$ cat config.mk
export PLATFORM = sky130hd
export DESIGN_NAME = em_pipe_reg
export DESIGN_NICKNAME = d
export VERILOG_FILES = /design/src/rtl/em_pipe_reg_pkg.sv /design/src/rtl/em_pipe_reg_exc_merge.sv /design/src/rtl/em_pipe_reg.sv
export SDC_FILE = /design/constraint.sdc
export NUM_CORES = 1
export LEC_CHECK = 0
export ABC_AREA = 1
export BUFFER_PORTS_ARGS = -buffer_cell sky130_fd_sc_hd__buf_2
export CORE_AREA = 2 2 125 127
export CTS_CLUSTER_SIZE = 20
export DETAILED_ROUTE_END_ITERATION = 8
export DIE_AREA = 0 0 127 129
export PLACE_DENSITY_LB_ADDON = 0.25
export SYNTH_ARGS = -nofsm -noshare
export SYNTH_HDL_FRONTEND = slang
export SYNTH_SLANG_ARGS = --single-unit
$ cat constraint.sdc
create_clock -name clk -period 0.8 [get_ports clk]
set_input_delay 0.08 -clock clk [delete_from_list [all_inputs] [get_ports clk]]
set_output_delay 0.08 -clock clk [all_outputs]
set_load 0.05 [all_outputs]
$ cat src/rtl/em_pipe_reg_pkg.sv
// Shared definitions for the E/M pipeline register of the P7 MIPS core:
// ExcCode values, Tnew width, reset/handler PCs, the registered stage bundle
// and small helpers used to build next-state values.
// Optional feature macro: EM_EXC_EN (exception merge, ExcCode/BD tracking).
package em_pipe_reg_pkg;

    localparam int TNEW_W = 2;

    localparam logic [4:0] EXC_NONE = 5'd0;
    localparam logic [4:0] EXC_ADEL = 5'd4;
    localparam logic [4:0] EXC_ADES = 5'd5;
    localparam logic [4:0] EXC_OV   = 5'd12;

    localparam logic [31:0] RESET_PC   = 32'h0000_3000;
    localparam logic [31:0] HANDLER_PC = 32'h0000_4180;

    // Everything the M stage sees, held in one packed register so that
    // reset/clear can be written as a single assignment.
    typedef struct packed {
        logic [31:0]       pc;
        logic [31:0]       instr;
        logic [31:0]       result;
        logic [31:0]       rt_data;
        logic [4:0]        wa;
        logic [TNEW_W-1:0] tnew;
        logic              bd;
        logic [4:0]        exc;
        logic              load;
        logic              store;
        logic              valid;
    } em_regs_t;

    // Tnew counts down one per stage and parks at zero; it must never wrap
    // back to the maximum, or a finished producer would look busy again.
    function automatic logic [TNEW_W-1:0] age_tnew(input logic [TNEW_W-1:0] t);
        logic [TNEW_W-1:0] aged;
        if (t == '0) begin
            aged = '0;
        end else begin
            aged = t - TNEW_W'(1);
        end
        return aged;
    endfunction

    // An empty stage slot that still carries a PC (reset vector, handler
    // vector, or the macro-PC of a flushed instruction).
    function automatic em_regs_t empty_slot(input logic [31:0] pc);
        em_regs_t slot;
        slot    = '0;
        slot.pc = pc;
        return slot;
    endfunction

endpackage

$ cat src/rtl/em_pipe_reg_exc_merge.sv
// Combinational ExcCode priority encoder for the E stage. An ExcCode already
// raised upstream wins; otherwise address-overflow on a load/store and then
// arithmetic overflow on a non-memory instruction are reported.
// Instantiated by em_pipe_reg only when EM_EXC_EN is defined.
module exc_merge
    import em_pipe_reg_pkg::*;
(
    input  logic [4:0] exc_i,
    input  logic       load_i,
    input  logic       store_i,
    input  logic       ov_i,
    input  logic       addr_ov_i,
    output logic [4:0] exc_o
);

    // First match wins: upstream code, AdEL, AdES, Ov, none.
    always_comb begin
        exc_o = EXC_NONE;
        if (exc_i != EXC_NONE) begin
            exc_o = exc_i;
        end else if (load_i && addr_ov_i) begin
            exc_o = EXC_ADEL;
        end else if (store_i && addr_ov_i) begin
            exc_o = EXC_ADES;
        end else if (ov_i && !load_i && !store_i) begin
            exc_o = EXC_OV;
        end
    end

endmodule

$ cat src/rtl/em_pipe_reg.sv
// E/M pipeline register of the P7 MIPS core. Captures the E-stage result
// (ALU or HI/LO read-out), ages Tnew, merges E-stage exceptions, and handles
// reset, exception/interrupt clear (req) and bubble insertion (flush).
// Optional feature macro: EM_EXC_EN. When undefined, m_exc and m_bd stay 0,
// the exception inputs and e_bd are ignored, and m_wa is never suppressed.
module em_pipe_reg
    import em_pipe_reg_pkg::*;
(
    input  logic              clk,
    input  logic              rst,
    input  logic              req,
    input  logic              flush,
    input  logic [31:0]       e_pc,
    input  logic [31:0]       e_instr,
    input  logic [31:0]       e_alu_out,
    input  logic [31:0]       e_hilo_out,
    input  logic              e_hilo_sel,
    input  logic [31:0]       e_rt_data,
    input  logic [4:0]        e_wa,
    input  logic [TNEW_W-1:0] e_tnew,
    input  logic              e_bd,
    input  logic [4:0]        e_exc,
    input  logic              e_ov,
    input  logic              e_addr_ov,
    input  logic              e_load,
    input  logic              e_store,
    output logic [31:0]       m_pc,
    output logic [31:0]       m_instr,
    output logic [31:0]       m_result,
    output logic [31:0]       m_rt_data,
    output logic [4:0]        m_wa,
    output logic [TNEW_W-1:0] m_tnew,
    output logic              m_bd,
    output logic [4:0]        m_exc,
    output logic              m_load,
    output logic              m_store,
    output logic              m_valid
);

    em_regs_t   regs_q;
    em_regs_t   regs_d;
    logic [4:0] merged_exc;
    logic       bd_in;

`ifdef EM_EXC_EN
    exc_merge u_exc_merge (
        .exc_i     (e_exc),
        .load_i    (e_load),
        .store_i   (e_store),
        .ov_i      (e_ov),
        .addr_ov_i (e_addr_ov),
        .exc_o     (merged_exc)
    );

    assign bd_in = e_bd;
`else
    logic unused_exc_inputs;

    assign merged_exc        = EXC_NONE;
    assign bd_in             = 1'b0;
    assign unused_exc_inputs = ^{e_exc, e_ov, e_addr_ov, e_bd};
`endif

    // Next-state selection: normal capture, then flush bubble, then req clear.
    always_comb begin
        regs_d         = '0;
        regs_d.pc      = e_pc;
        regs_d.instr   = e_instr;
        regs_d.result  = e_hilo_sel ? e_hilo_out : e_alu_out;
        regs_d.rt_data = e_rt_data;
        regs_d.tnew    = age_tnew(e_tnew);
        regs_d.bd      = bd_in;
        regs_d.exc     = merged_exc;
        regs_d.wa      = (merged_exc != EXC_NONE) ? 5'd0 : e_wa;
        regs_d.load    = e_load;
        regs_d.store   = e_store;
        regs_d.valid   = 1'b1;

        if (req) begin
            regs_d = empty_slot(HANDLER_PC);
        end else if (flush) begin
            regs_d    = empty_slot(e_pc);
            regs_d.bd = bd_in;
        end
    end

    // Stage register; synchronous reset loads the reset vector.
    always_ff @(posedge clk) begin
        if (rst) begin
            regs_q <= empty_slot(RESET_PC);
        end else begin
            regs_q <= regs_d;
        end
    end

    assign m_pc      = regs_q.pc;
    assign m_instr   = regs_q.instr;
    assign m_result  = regs_q.result;
    assign m_rt_data = regs_q.rt_data;
    assign m_wa      = regs_q.wa;
    assign m_tnew    = regs_q.tnew;
    assign m_bd      = regs_q.bd;
    assign m_exc     = regs_q.exc;
    assign m_load    = regs_q.load;
    assign m_store   = regs_q.store;
    assign m_valid   = regs_q.valid;

endmodule

# Word level (Yosys, flattened, before mapping)
# Index checks and enable logic that the tools add are counted.
# word_totals
register_bits	144
latchBits	0
ramBits	0
romBits	0
inputBits	182
out_inout_bits	144
wordCells	21
mem_count	0
# op_classes
n_addsub	1
mul	0
div	0
order_cmp	0
n_eq_ne	0
shift	0
mux	4
bitwise_logic	0
n_reduce_logical	4
# op_table
op	count
two-way mux 127 bit	1
two-way mux 112 bit	1
two-way mux 32 bit	1
OR reduction 4 bit	1
OR reduction 3 bit	1
logical NOT 2 bit	1
two-way mux 2 bit	1
OR reduction 2 bit	1
subtractor 2 x 1 -> 2 bit, second input constant	1

# Depth between registers and ports, before layout
# logic_depth
depth_word	4
mapped_depth	6
mapped_depth_nobuf	5

# Least setup slack after synthesis
# No wires, ideal clock.
# synth_path
path_kind	input to register
start	input req
end	register regs_q, in the netlist m_instr[0]
setup_time_ns	0.061
arrival_ns	0.656
required_ns	0.739
path_slack_ns	0.083
stages	5
n_path_buf	2
cell_sequence	nor2_4 nand2_4 buf_8 buf_12 nor2_4
# synth_via
elab_chain_len	1
# synth_rtl
element	line_no	rtl
start, declared	em_pipe_reg.sv:11	input logic req,
OR reduction 3 bit (no source line)	n/a	
end signal, assigned	em_pipe_reg.sv:90	regs_q <= empty_slot(RESET_PC);
end signal, assigned	em_pipe_reg.sv:92	regs_q <= regs_d;
end, declared	em_pipe_reg.sv:40	em_regs_t regs_q;
# Every way passes these cells.
# A chain may end at the register's enable or synchronous reset.

# Final worst setup path
# layout_path
start	register regs_q, in the netlist m_pc[30]
end	output m_pc[30]
# layout_lines
element	line_no	rtl
end, declared	em_pipe_reg.sv:27	output logic [31:0] m_pc,
# No word-level cell between the ends.

==> reports/qor.txt <==
status -> complete, but fails checks
failing checks -> setup timing
setup TNS -> -22540 ps
layout net count -> 1251
top cell type's share of synthesized area -> 54.98%
final instance area -> 10440 um^2
1st-iter DRT viols -> 142
root buffer cell -> clkbuf_16
clk sinks -> 138
area leader, netlist -> dfxtp_1
final setup margin -> -196.8 ps
chip height -> 129 um
Achievable Freq -> 1003 MHz
layout filler cell count -> 962
Setup-failing EPs final -> 138
buffers inserted by post-CTS timing repair -> 0
max incr delay on CP -> 350 ps
FF/Latch Area -> 2935 um^2
clock transition at the registers of the reported paths -> 60 ps
area added between synthesis and finish -> 107.8%
vias in the first global route -> 5523
die area -> 16380 um^2
first-pass GRT wire length -> 26320 um
Critical Path Slowest Stage Cell -> dfxtp_2
VDD IR max -> 1.363 mV
Crit. End Element -> output port
Synth Instances -> 577
Worst Path Arrival -> 920 ps
HPWL after detailed placement -> 9303 um
Site Rows -> 45
Final min period -> 996.8 ps
Synth Cell Area -> 5025 um^2
register bit total from synthesis -> 138
Port-buffer cells -> 311
Yosys warning count -> 0
DR WL/cell -> 13.66 um
deepest clock path buffer count -> 2
final hold vios -> 0
largest net degree at the start of global routing -> 33
Die X -> 127 um
non-filler instance count after layout -> 1268
dpl cells -> 1076
worst setup path class -> register to output port
crit-path cells -> buf_8
Max FO, Critical Path -> 1
I/O Pins -> 326
vias per inst -> 4.007
Routed Antenna Nets -> 0
RePlAce Congestion -> 0.7540
initial core utilization -> 33.55%
Slew Limit Fails -> 0
initial antenna violation count -> 1
TritonRoute pass-1 iters -> 4
hold depth -> 5
GRT Residual Overflow -> 0
Top Family by Delay on Critical Path -> flip-flops
CP Depth -> 1
multi-input logic area -> 1410 um^2
Post-Route WL -> 17320 um
Hold Path Class -> input pin to register
Post-Synthesis Mean Instance Area -> 8.709 um^2
ranking of synthesized cells by area -> dfxtp_1, nor2_4, inv_1
H-tree levels -> 4
Pwr Total -> 17.89 mW
register area share after synthesis -> 54.98%
cts bufs inserted -> 17
Cell Area, Placed -> 6844 um^2
Max-cap violations -> 0
Req. time, crit path -> 720 ps
vias post-DR -> 5081
global-route total usage across every layer -> 20.82%
CORE AREA -> 14980 um^2
crit start category -> register
RSZ-0062 raised after global routing -> true
Final period util -> 124.6%
Synth cell types -> 13
share of layout cells above drive strength 1 -> 51.81%
Pleak -> 5.399 nW
Worst Path Buf+Inv -> 1
PwrDens -> 1713 nW/um^2
DR DRC count -> 0
CTS tree -> yes
[cells in the final DEF, fill, tap and decap left out]
cell | synthesis | routed
clkinvlp_4 | 0 | 3
buf_4 | 6 | 14
buf_12 | 6 | 7
nand2_1 | 37 | 37
clkinv_2 | 0 | 4
buf_6 | 0 | 28
bufinv_16 | 0 | 1
inv_1 | 168 | 168
dfxtp_2 | 0 | 138
buf_2 | 13 | 173
dlygate4sd3_1 | 0 | 161
nor2_4 | 60 | 60
conb_1 | 1 | 6
clkbuf_8 | 0 | 2
nand2_8 | 0 | 1
nor2_1 | 144 | 144
diode_2 | 0 | 1
buf_8 | 1 | 110
inv_2 | 1 | 1
clkbuf_16 | 0 | 17
clkbuf_1 | 0 | 3
ha_1 | 1 | 1
[cells by family after synthesis]
logic type | share of synthesized area (%)
AND/OR/NAND/NOR | 27.19
flip-flops | 54.98
adder cells (fa/ha/maj) | 0.2490
buffers and inverters | 17.50
other | 0.07463
[area by class of cell]
type	instances	area share [%]
diodes	1	0.02396
clock buffers	22	4.445
clock inverters	8	0.6949
inverters	169	6.074
multi-input cells	249	13.50
flip-flops and latches	138	28.11
well taps	188	2.252
repair buffers	493	44.90
[worst paths after layout]
path    startpoint     endpoint  slack [ps]
min   e_alu_out[5]  m_result[5]          20
max       m_pc[30]     m_pc[30]        -200
[what timing repair did]
action / 4_1_cts / 5_1_grt
pin swaps: 0 / 1
hold buffers: 161 / 0
endpoints found under the setup margin: 138 / 139
endpoints found under the hold margin: 136 / 0
resized for setup: 505 / 19
[where the power goes]
group	total [mW]	switching [mW]	internal, mW
sequential	7.27	0.138	7.14
clock	7.20	2.82	4.38
combinational	3.42	1.77	1.65
[state kept, by name, indices dropped and copies added (netlist names)]
name	flops
m_store	1
m_tnew	2
m_load	1
m_valid	1
m_wa	5
m_pc	32
m_rt_data	32
m_result	32
m_instr	32
[cell usage after synthesis, drive strengths merged]
cell / count
buf: 26
nand2: 38
nor2: 204
inv: 169
conb: 1
ha: 1
dfxtp: 138
[per-layer routing]
layer,wire length (um),track usage [%]
met2,9680,41.56
met1,5744,18.47
met4,569,9.244
met3,1323,7.734
met5,0,0
[metrics by stage]
stage | hold slack [ps] | setup WS (ps) | util (%)
after CTS | 0.6004 | -207.9 | 69.24
after global routing | 36.34 | -229.1 | 69.73
final | 20.37 | -196.8 | 69.73
after detailed placement | 263.9 | -161.7 | 45.70
after global placement | 257.1 | -142.3 | 45.70
after floorplan | 152.4 | 83.30 | -
Note: power is estimated with default switching activity, not from simulation.
